### src/rtl/ahb_mtx_decoder.sv
// AHB matrix output-stage decoder: address-phase slave selects plus a data-phase
// response/read-data mux steered by a registered copy of the selected target.
module ahb_mtx_decoder #(
  parameter logic [31:0] BASE0 = 32'h0000_0000,
  parameter logic [31:0] MASK0 = 32'hE000_0000,
  parameter logic [31:0] BASE1 = 32'h2000_0000,
  parameter logic [31:0] MASK1 = 32'hE000_0000,
  parameter logic [31:0] BASE2 = 32'h4000_0000,
  parameter logic [31:0] MASK2 = 32'hF000_0000
) (
  input  logic        HCLK,
  input  logic        HRESETn,
  input  logic        HSELS,
  input  logic [31:0] HADDRS,
  input  logic [1:0]  HTRANSS,
  output logic        HSELM0,
  output logic        HSELM1,
  output logic        HSELM2,
  output logic        HSELDEF,
  input  logic        HREADYOUTM0,
  input  logic        HREADYOUTM1,
  input  logic        HREADYOUTM2,
  input  logic [1:0]  HRESPM0,
  input  logic [1:0]  HRESPM1,
  input  logic [1:0]  HRESPM2,
  input  logic [31:0] HRDATAM0,
  input  logic [31:0] HRDATAM1,
  input  logic [31:0] HRDATAM2,
  input  logic        HREADYOUTDEF,
  input  logic [1:0]  HRESPDEF,
  output logic        HREADYOUTS,
  output logic [1:0]  HRESPS,
  output logic [31:0] HRDATAS
);

  typedef enum logic [2:0] {
    DSEL_NONE,
    DSEL_M0,
    DSEL_M1,
    DSEL_M2,
    DSEL_DEF
  } dsel_t;

  dsel_t addr_tgt;
  dsel_t dsel;
  dsel_t dsel_next;

  logic hit0, hit1, hit2;

  assign hit0 = (HADDRS & MASK0) == BASE0;
  assign hit1 = (HADDRS & MASK1) == BASE1;
  assign hit2 = (HADDRS & MASK2) == BASE2;

  // Overlapping regions resolve to the lowest index; no hit falls to the default slave.
  always_comb begin
    // NOTE: assign a default before any branch so no path through always_comb infers a latch.
    addr_tgt = DSEL_DEF;
    if (hit0)      addr_tgt = DSEL_M0;
    else if (hit1) addr_tgt = DSEL_M1;
    else if (hit2) addr_tgt = DSEL_M2;
  end

  assign HSELM0  = HSELS && (addr_tgt == DSEL_M0);
  assign HSELM1  = HSELS && (addr_tgt == DSEL_M1);
  assign HSELM2  = HSELS && (addr_tgt == DSEL_M2);
  assign HSELDEF = HSELS && (addr_tgt == DSEL_DEF);

  // A stalled data phase keeps its target; IDLE/BUSY or deselect opens no data phase.
  always_comb begin
    dsel_next = dsel;
    if (HREADYOUTS) begin
      if (HSELS && HTRANSS[1]) dsel_next = addr_tgt;
      else                     dsel_next = DSEL_NONE;
    end
  end

  always_ff @(posedge HCLK) begin
    // NOTE: registers use non-blocking assignment so every flop samples pre-edge values.
    if (!HRESETn) dsel <= DSEL_NONE;
    else          dsel <= dsel_next;
  end

  always_comb begin
    HREADYOUTS = 1'b1;
    HRESPS     = 2'b00;
    HRDATAS    = 32'h0;
    unique case (dsel)
      DSEL_M0: begin
        HREADYOUTS = HREADYOUTM0;
        HRESPS     = HRESPM0;
        HRDATAS    = HRDATAM0;
      end
      DSEL_M1: begin
        HREADYOUTS = HREADYOUTM1;
        HRESPS     = HRESPM1;
        HRDATAS    = HRDATAM1;
      end
      DSEL_M2: begin
        HREADYOUTS = HREADYOUTM2;
        HRESPS     = HRESPM2;
        HRDATAS    = HRDATAM2;
      end
      DSEL_DEF: begin
        HREADYOUTS = HREADYOUTDEF;
        HRESPS     = HRESPDEF;
      end
      default: ;
    endcase
  end

endmodule

### config.mk
export PLATFORM = sky130hd
export DESIGN_NAME = ahb_mtx_decoder
export DESIGN_NICKNAME = d
export VERILOG_FILES = /design/src/rtl/ahb_mtx_decoder.sv
export SDC_FILE = /design/constraint.sdc
export NUM_CORES = 1
export LEC_CHECK = 0
export CAP_MARGIN = 20
export CORE_AREA = 2 2 79 81
export DETAILED_ROUTE_END_ITERATION = 16
export DIE_AREA = 0 0 81 83
export PLACE_DENSITY = 0.76
export SETUP_SLACK_MARGIN = 0.2
export SYNTH_ARGS = -nofsm -noshare
export SYNTH_HDL_FRONTEND = slang
export SYNTH_SLANG_ARGS = --single-unit
export TNS_END_PERCENT = 100
### constraint.sdc
create_clock -name HCLK -period 1.4 [get_ports HCLK]
set_input_delay 0.28 -clock HCLK [delete_from_list [all_inputs] [get_ports HCLK]]
set_output_delay 0.28 -clock HCLK [all_outputs]
set_load 0.1 [all_outputs]
-- After elaboration in Yosys (flattened, before gate mapping)
Cells that the tools add are included.
- muxes and demuxes: 7
- reductions and logical operators: 6
- eq/ne operators: 10
- operator list (operator ; count):
    case mux 32 bit (3 select lines) ; 1
    logical NOT 32 bit ; 1
    equality test 3 x 2 -> 1 bit (second input constant) ; 4
    2-to-1 mux 3 bit ; 4
    equality test 3 x 1 -> 1 bit (second input constant) ; 3
    case mux 2 bit (4 select lines) ; 1
    equality test 3 bit (second input constant) ; 2
    logical AND 1 bit ; 5
    equality test 4 x 3 -> 1 bit (second input constant) ; 1
    case mux 1 bit (4 select lines) ; 1
- output and inout port bits: 39
- input bits: 145
- word-level logic and storage cells: 24
- register bits after elaboration: 3

-- Logic depth before layout (Yosys ltp)
Gate-level depths: netlist of the first run.
- depth after elaboration: 6
- gate-level depth with buffers: 6
- depth with buffers taken out: 4

-- Worst setup path after synthesis of the first run
OpenSTA, ideal clock, no wires.
- kind: input-to-output
- start: input port HADDRS[31]
- end: output port HSELM0
- stages: 2
- path slack: -1384 ps
- path buffers: 0
- data required time: 1120 ps
- data arrival time: 2504 ps
- cells stage by stage: nand2b_1 -> nor3_1
- cells in the longest elaborated chain, start to end: 6
- elaborated cells on any way between the ends: 8
- classes of those cells: 3 x eq/ne; 3 x mux; 2 x reduce/logical
- RTL lines (item ; RTL line ; source):
    start: declaration ; 14 ; input logic [31:0] HADDRS,
    equality test 4 x 3 -> 1 bit ; 52 ; assign hit2 = (HADDRS & MASK2) == BASE2;
    2-to-1 mux 3 bit ; 60 ; else if (hit2) addr_tgt = DSEL_M2;
    2-to-1 mux 3 bit ; 59 ; else if (hit1) addr_tgt = DSEL_M1;
    2-to-1 mux 3 bit (*) ; 58 ; if (hit0) addr_tgt = DSEL_M0;
    equality test 3 x 1 -> 1 bit (*) ; 63 ; assign HSELM0 = HSELS && (addr_tgt == DSEL_M0);
    logical AND 1 bit (*) ; 63 ;
    end: declaration ; 16 ; output logic HSELM0,
Mark *: on every way between the ends. The rest lies on a longest branch, timed or not.

-- Final worst setup path of the first run
- start: register dsel[1]
- end: output port HRDATAS[23]
- cells in the longest elaborated chain, start to end: 2
- elaborated cells on any way between the ends: 4
- classes of those cells: 3 x eq/ne; 1 x mux
- RTL lines (item ; RTL line ; source):
    start: declaration ; 45 ; dsel_t dsel;
    start signal: assignment ; 80 ; else dsel <= dsel_next;
    equality test 3 x 2 -> 1 bit / equality test 3 x 1 -> 1 bit (equally long branches) ; 87 ; unique case (dsel)
    case mux 32 bit (3 select lines) (*) ; 87 ;
    end: declaration ; 33 ; output logic [31:0] HRDATAS
Marks and branches as above.

==> flow_results.org, run 1 <==
** Setup path
- In this design, the stage delay of the slowest critical-path cell is around 0.4 ns.
- Cell repeated most along the worst path :: sky130_fd_sc_hd__buf_12
- Data required time of the worst path :: 1.12 ns
- Highest fanout seen on the critical path :: 12
- Data on the critical path arrives at its endpoint at between 1.5 and 2 ns.
- Critical path type :: flip-flop to output pin
- On the critical path the largest part of the delay comes from flip-flops.
- The number of buffers and inverters on the critical path is 2.
- Traced cell by cell, the critical path runs through buf_12 > mux2_2 > a22oi_2 > nor2_4 > buf_12.
- For flop-to-flop paths, the worst setup slack is approximately 0.01 ns.
- Worst setup EP type :: output pin
- Critical Path Start Type :: flip-flop
- On the critical path, the stage with the largest delay is an instance of sky130_fd_sc_hd__dfxtp_4.

** Place
- Count of input and output buffers :: 154
- Placed wire-length estimate after detailed placement :: 5020 µm
- At the end of routability-driven placement, the weighted congestion stood at slightly below 0.8.
- The placed instances occupy a cell area of 0.00374 mm².
- # placed instances :: approximately 390

** Floorplanning
- The total area inside the core boundary comes to slightly below 0.006 mm².
- # IOs :: 184
- The die covers between 0.006 and 0.007 mm².
- The die is between 80 and 90 µm wide.
- Starting Density :: 19.6%
- In this run the core area contains 28 standard-cell rows.
- The die is around 83 µm tall.

** Detailed routing
- Wire length after detailed routing :: roughly 6400 µm
- In this run, the number of DRC markers left after iteration 0 of detailed routing was 16.
- Wire segments on met2 add up to 3500 µm in the final route.
- Final routed wire length divided by cell count :: between 15 and 20 µm
- Via count of the routed design :: roughly 1900
- In the routed design, unresolved DRC markers number 0.
- Using the TritonRoute via totals, the vias-per-cell ratio works out to between 4 and 5.
- Met3 layer wire length in the routed design :: around 680 µm
- Met1 wire length :: 2220 µm
- First-pass iteration count of the detailed router :: 4
- Top layer used by detailed routing :: met4
- Antenna viol nets, final :: 0

** Hold path
- The tightest min-delay check is of the primary input to flip-flop type.

** Layout
- The register with the most flip-flops in the layout has 3 of them.
- Cells with a size suffix above 1 make up 61.3% of the layout.
- Excluding fillers, the count of instances in the completed layout stands at approximately 400.
- The area growth from synthesis to layout is 261%.
- Registers with the most flip-flops :: dsel: 3 flops
- The layout has 440 filler cells.
- The register with the most flip-flops in the final layout is dsel.
- The net count of the finished layout is 474.
- Number of antenna cells inserted :: 0
- The finished cells cover 0.00411 mm².

** Logic synthesis
- Async set-or-reset flop fraction in the synthesized netlist :: 0%
- Counting flops and latches in the post-synthesis netlist gives 3.
- Number of distinct standard cells referenced by the synthesized netlist :: 25
- Sequential fraction of the synthesis area :: 5.28%
- Primary FF master, synth :: sky130_fd_sc_hd__dfxtp_1
- Synthesized netlist cell count :: roughly 160
- EDFF count, synth :: 0
- For this run, the number of Yosys warnings is 0.
- Counting every net in the synthesized netlist gives a little over 300.
- Each instance of the synthesized netlist takes up on average just over 7 µm².
- The mapped netlist covers ~0.0011 mm².

** STA
- Unrepaired setup endpoints after global routing :: true
- For the pin with the worst max-slew slack, the measured transition is between 0.2 and 0.3 ns.
- Setup violations remaining at the end of the flow were counted as 35.
- Final hold viol count :: 0
- The final critical path takes up 132% of the cycle.
- Setup TNS :: -13.75 ns
- In this run the tightest slew margin relative to its limit is 80.5%.
- Fmax :: 543 MHz
- Clock period minus worst slack :: ~1.8 ns
- The max-slew violation total from the final report is 0.
- Final hold analysis gives a worst-case slack of 0.391 ns.
- Worst setup skew after layout :: 0.00125 ns
- In the post-route analysis, the smallest setup slack over all paths is -0.441 ns.

** Clock network
- Clock-pin slew was measured on the worst setup and hold paths at about 0.03 ns.
- CTS saw 3 sinks.
- TritonCTS clock tree :: yes
- The number of clock buffers added by TritonCTS is 3.
- In this run the number of H-tree levels came out at 1.
- The tree is rooted in a sky130_fd_sc_hd__clkbuf_8.
- Number of hold buffers added after CTS :: 0
- Clock tree buffer depth :: 2
- Clock network latency to the later pin of the worst-skew pair :: about 0.21 ns

** Status
- The flow ran to the end, but the final reports show violations.
- Violations in the final reports :: negative setup slack

** GRT
- Antenna violations before repair :: 0
- Entering global routing, the biggest net connects 23 pins.
- The first global-routing pass estimated 10100 µm of wire.
- The number of global-route vias before repair is 2100.
- Total global-route track usage :: a little under a fifth
- After global routing the overflow that remains totals 0.

** Pwr
- Power density cells :: about 320 mW/mm²
- Leakage power of the design :: around 1.4 nW
- Across the VDD grid, the largest voltage drop is ~0.34 mV.

** Flow run
- Max cap viols :: 0
[Yosys cell counts (2+ instances only)]
library cell	number	share of area [%]
sky130_fd_sc_hd__a31oi_1	3	1.7
sky130_fd_sc_hd__nor2_1	37	12
sky130_fd_sc_hd__mux2_2	32	32
sky130_fd_sc_hd__inv_1	3	0.99
sky130_fd_sc_hd__o22ai_1	2	1.1
sky130_fd_sc_hd__mux2i_1	4	3.5
sky130_fd_sc_hd__nand2b_1	2	1.1
sky130_fd_sc_hd__buf_4	4	2.6
sky130_fd_sc_hd__dfxtp_1	3	5.3
sky130_fd_sc_hd__buf_2	7	3.1
sky130_fd_sc_hd__clkbuf_1	7	2.3
sky130_fd_sc_hd__nand2_1	9	3.0
sky130_fd_sc_hd__a22oi_1	32	21
[cells by family after synthesis]
family	share of synthesized area, %
mux	35.2
compound gates	30.6
simple gates	19.9
flops	5.28
buf+inv	9.02
[where the power goes]
part | switching [mW] | internal (mW) | leakage (nW)
Sequential | 0.00450 | 0.0848 | 0.0267
Combinational | 0.429 | 0.544 | 1.36
Clock | 0.0554 | 0.194 | 0.0228
[worst paths after layout]
kind	from	endpoint	cells past startpoint
setup / recovery	dsel[1]$_SDFFE_PN0P_	HRDATAS[23]	5
hold / removal	HADDRS[28]	dsel[0]$_SDFFE_PN0P_	3
setup reg to reg	dsel[1]$_SDFFE_PN0P_	dsel[2]$_SDFFE_PN0P_	6
hold reg to reg	dsel[0]$_SDFFE_PN0P_	dsel[2]$_SDFFE_PN0P_	3
[metal layers]
metal | vias up | GRT usage [%]
met5 | - | 0
met2 | 91 | 36.7
li1 | 926 | -
met4 | 0 | 2.93
met3 | 4 | 5.65
met1 | 869 | 19.0
[repair_timing]
item	4_1_cts	5_1_grt
setup endpoints to repair	42	41
buffers inserted	6	1
pin swaps	9	6
cloned	1	0
gates resized for setup	75	7
endpoints found under the hold margin	0	0
[cell type report]
class / instances / area, µm² / area share, %
clock buffers: 4 / 45.0 / 1.10
inverters: 3 / 17.5 / 0.426
multi-input cells: 133 / 1600 / 38.9
flip-flops and latches: 3 / 71.3 / 1.74
well taps: 75 / 93.8 / 2.28
repair buffers: 185 / 2280 / 55.6
[metrics by stage]
stage	setup slack [ns]	total power [mW]	utilization, %
2_1_floorplan	-0.271	0.501	-
4_1_cts	-0.445	1.31	69.9
6_report	-0.441	1.31	70.6
3_5_place_dp	-0.373	1.00	64.4
3_3_place_gp	-0.355	0.988	64.4
5_1_grt	-0.489	1.38	70.6
[tightest hold or removal path: stages]
cell,delay [ns]
sky130_fd_sc_hd__buf_8,0.08
sky130_fd_sc_hd__a2111o_1,0.14
sky130_fd_sc_hd__mux2i_1,0.06
[placed cells by master (no fill, tap or decap), types with 2 or more instances in the layout]
master                            instances
sky130_fd_sc_hd__clkdlybuf4s50_1        109
sky130_fd_sc_hd__dfxtp_4                  3
sky130_fd_sc_hd__a22oi_2                 32
sky130_fd_sc_hd__mux2i_4                  2
sky130_fd_sc_hd__mux2_2                  20
sky130_fd_sc_hd__clkbuf_8                 3
sky130_fd_sc_hd__buf_12                  43
sky130_fd_sc_hd__nand2b_4                 2
sky130_fd_sc_hd__buf_4                   15
sky130_fd_sc_hd__mux2i_1                  2
sky130_fd_sc_hd__buf_6                   10
sky130_fd_sc_hd__mux2_4                  12
sky130_fd_sc_hd__o22ai_4                  2
sky130_fd_sc_hd__nand2_1                  7
sky130_fd_sc_hd__nor2b_4                  2
sky130_fd_sc_hd__nor2_4                  36
sky130_fd_sc_hd__buf_8                    4
sky130_fd_sc_hd__buf_2                    2
Note: power is estimated with default switching activity, not from simulation.
==> run 2, diff against run 1 <==
--- a/config.mk
+++ b/config.mk
@@ -5,10 +5,11 @@
 export SDC_FILE = /design/constraint.sdc
 export NUM_CORES = 1
 export LEC_CHECK = 0
+export ABC_CLOCK_PERIOD_IN_PS = 1400
 export CAP_MARGIN = 20
-export CORE_AREA = 2 2 79 81
+export CORE_AREA = 2 2 83 77
 export DETAILED_ROUTE_END_ITERATION = 16
-export DIE_AREA = 0 0 81 83
+export DIE_AREA = 0 0 85 79
 export PLACE_DENSITY = 0.76
 export SETUP_SLACK_MARGIN = 0.2
 export SYNTH_ARGS = -nofsm -noshare
==> run 2 against run 1 <==
Net effect: critical path depth up 1; critical path type unchanged; clock-buffer cell count unchanged; the run still ends with negative setup slack left; combinational power is 0.6% lower; total power about the same; register-to-register slack got worse by 0.07 ns; via count rose by 1.4%; largest cell class unchanged; clock power increased by 2%; core utilization shrank 2.3 points; first-iteration DRC count is 140% higher; cell area is 1.6% lower.
==> flow_results.org, run 2 (synthesized netlist as in run 1, its figures left out) <==
** Detailed routing
- Antenna viol nets, final :: 0 (unchanged)
- Final routed wire length divided by cell count :: 15.8 µm (-1.1%)
- Average vias per placed instance :: 4.79 (+2.2%)
- Number of DRC violations after detailed-routing iteration 0 :: 39 (+23)
- Via count of the routed design :: 1917 (+1.4%)
- First-pass iteration count of the detailed router :: 4 (unchanged)
- Drc violations :: 0 (unchanged)
- The overall routed net length was 6330 µm (-1.8%).

** GRT
- The first-pass GRT wire length was 9920 µm (-1.8%).
- Most congested layer reported by global routing :: met2
- The number of global-route vias before repair is 2032 (-3.2%).
- GRT overflow :: 0 (unchanged)
- The global routing usage on met3 came to 2.91% (-2.7 points).
- The aggregate global-route resource usage is 18.2% (-0.54 points).
- The number of antenna violations at the first check in global routing came to 0 (unchanged).
- Pin count of the biggest net entering global routing :: 22 (-4.3%)
- The met2 layer usage reported by global route is 35.7% (-1.0 points).
- Met1 routing resource usage after global routing :: 20.6% (+1.6 points)

** Layout
- The antenna diode instance count came to 0 (unchanged).
- Registers with the most flip-flops :: dsel: 3 flops
- Most common cell after layout, fill and taps aside :: sky130_fd_sc_hd__clkdlybuf4s50_1
- Growth of design area from synthesis to finish :: 255%
- Commonest non-fill, non-tap cells in the layout :: 110 x sky130_fd_sc_hd__clkdlybuf4s50_1, 46 x sky130_fd_sc_hd__buf_12, 35 x sky130_fd_sc_hd__nor2_4
- The filler cell count is 462 (+5.0%).
- Fraction of layout instances using a drive strength above 1 :: 61.3% (unchanged)
- The final core utilization was 68.3% (-2.3 points).
- Register bank with the most flops :: dsel
- The number of flip-flops in the largest register came to 3 (unchanged).
- The area of all placed cells without fillers came to 0.00404 mm² (-1.6%).
- Number of nets at the end of the flow :: 474 (unchanged)

** Hold path
- Worst Hold Launch :: HADDRS[28]
- Hold Crit Class :: primary input to flip-flop
- Terminating pin of the worst hold path :: dsel[0]$_SDFFE_PN0P_
- Worst Hold Depth :: 3 (unchanged)

** STA
- Fmax :: 549 MHz (+1.1%)
- The relative slew slack came to 83.2% (+2.7 points).
- Worst setup skew after layout :: 0.00255 ns (+0.00130 ns)
- Count of final max-slew check failures :: 0 (unchanged)
- The transition time of the tightest slew-check pin came to 0.252 ns (-0.0402 ns).
- Number of setup violations in the final report :: 38 (+8.6%)
- The shortest period the worst path allows came to 1.82 ns (-0.0202 ns).
- Setup repair after global routing could not meet its margin everywhere.
- The worst setup slack after layout is -0.421 ns (+0.0202 ns).
- Fraction of the cycle the final worst path needs :: 130% (-1.4 points)
- The summed negative setup slack over all endpoints is -13.53 ns (+0.223 ns).
- Final hold viol count :: 0 (unchanged)

** Setup path
- The endpoint identified for the worst register-to-register timing path is dsel[1]$_SDFFE_PN0P_.
- The worst setup path is captured at an output pin.
- Endpoint arrival time on the critical path :: 1.54 ns (-0.02 ns)
- The worst register-to-register path begins at dsel[1]$_SDFFE_PN0P_.
- The worst setup path is launched from a flip-flop.
- The maximum fanout encountered on the critical timing path was 18 (+6).
- Worst reg2reg path depth :: 6 (unchanged)
- The required time at the worst-slack endpoint came to 1.12 ns (about the same).
- The slack of the worst reg-to-reg path is -0.06 ns (-0.07 ns).
- Critical path type :: flip-flop to output pin

** Floorplanning
- The count of standard-cell rows is 27 (-3.6%).
- Die boundary width :: 85 µm (+4.9%)
- The effective utilization at floorplan was 19.2% (-0.32 points).
- The y dimension of the die was 79 µm (-4.8%).
- The die area was 0.00672 mm² (-0.12%).
- The I/O pin count came to 184 (unchanged).
- The area inside the core boundary came to 0.00591 mm² (+1.7%).

** Place
- The number of buffers inserted by port buffering is 154 (unchanged).
- The final estimated routing congestion in global placement is 0.747 (-3.6%).
- Placed wire-length estimate after detailed placement :: 5200 µm (+3.6%)
- The post-place instance area came to 0.00377 mm² (+0.77%).

** Pwr
- Leakage power of the design :: 1.39 nW (-1.1%)
- Clock power share :: 19.3% (+0.3 points)
- Power, Total :: 1.31 mW (about the same)
- The maximum VDD drop was 0.352 mV (+3.5%).
- The power dissipated by switching net loads is 485 µW (-0.71%).
- The areal power density over the cells is 325 mW/mm² (+1.7%).
- Logic pwr share :: 73.7% (-0.5 points)
- P_int :: 827 µW (+0.42%)
- Share of total power consumed by net switching :: 37.0% (-0.26 points)
- Reg power frac :: 7.0% (+0.2 points)

** Clock network
- The number of clock sinks was 3 (unchanged).
- The maximum buffer depth of the clock tree came to 2 (unchanged).
- Clock edge transition at the registers on the reported setup and hold paths :: 0.03 ns (about the same)
- TritonCTS clock tree :: yes
- The depth of the CTS H-tree came to 1 (unchanged).
- Number of buffers added by the clock tree synthesis step :: 3 (unchanged)
- The clock insertion delay at the later pin of the skew report is 0.22 ns (about the same).
- The root buffer cell chosen for the clock tree is sky130_fd_sc_hd__clkbuf_8.

** Flow run
- The number of max-cap violations came to 0 (unchanged).

** Status
- The final reports fail on negative setup slack.
- Run status :: complete, but fails checks
[run 2: area by class of cell]
cell class,count,area (µm²),area share (%)
timing repair buffer,185,2280,56.4
multi-input combinational,133,1540,38.1
tap,72,90.1,2.23
sequential,3,68.8,1.70
clock buffer,4,45.0,1.11
inverter,3,17.5,0.434
[run 2: repair_timing]
action                     4_1_cts  5_1_grt
setup endpoints to repair       42       42
gates resized for setup         50       12
hold buffers                     0        0
hold endpoints to repair         0        0
buffers inserted                 4        3
pin swaps                        5        4
[run 2: worst max-delay path: stages (launching register included)]
cell and delay, ns:
sky130_fd_sc_hd__dfxtp_4 0.38, sky130_fd_sc_hd__buf_12 0.17, sky130_fd_sc_hd__and3b_1 0.20, sky130_fd_sc_hd__a21oi_2 0.13
sky130_fd_sc_hd__o22a_4 0.17, sky130_fd_sc_hd__clkinvlp_4 0.09, sky130_fd_sc_hd__buf_12 0.17
[run 2: worst max path at each step]
stage,endpoint,slack [ns],depth (start not counted),start
6_report,HREADYOUTS,-0.42,6,dsel[1]$_SDFFE_PN0P_
5_1_grt,HREADYOUTS,-0.47,6,dsel[1]$_SDFFE_PN0P_
4_1_cts,HREADYOUTS,-0.43,6,dsel[1]$_SDFFE_PN0P_
3_5_place_dp,HREADYOUTS,-0.38,6,HREADYOUTDEF
3_3_place_gp,HREADYOUTS,-0.35,6,HREADYOUTDEF
2_1_floorplan,HRDATAS[0],-0.27,6,dsel[1]$_SDFFE_PN0P_
[run 2: power groups by stage]
stage	registers (mW)	logic (mW)	clock network (mW)
floorplan	0.0908	0.410	0
global placement	0.0948	0.898	0
finish	0.0920	0.967	0.253
global route	0.0926	1.01	0.263
detailed placement	0.0950	0.913	0
CTS	0.0923	0.953	0.261
[run 2: per-layer routing]
metal	vias to the layer above	part of all wire (%)
met5	-	0
met4	0	0.81
met3	6	7.4
met2	92	54
met1	900	38
li1	919	-
[run 2: per-stage QoR]
| step | std cells | setup slack [ns] | hold WS [ns] |
|---|---|---|---|
| final | 400 | -0.421 | 0.386 |
| after global routing | 400 | -0.474 | 0.413 |
| after CTS | 397 | -0.430 | 0.388 |
| after detailed placement | 389 | -0.380 | 0.648 |
| after global placement | 389 | -0.347 | 0.638 |
| after floorplan | 157 | -0.271 | 0.423 |
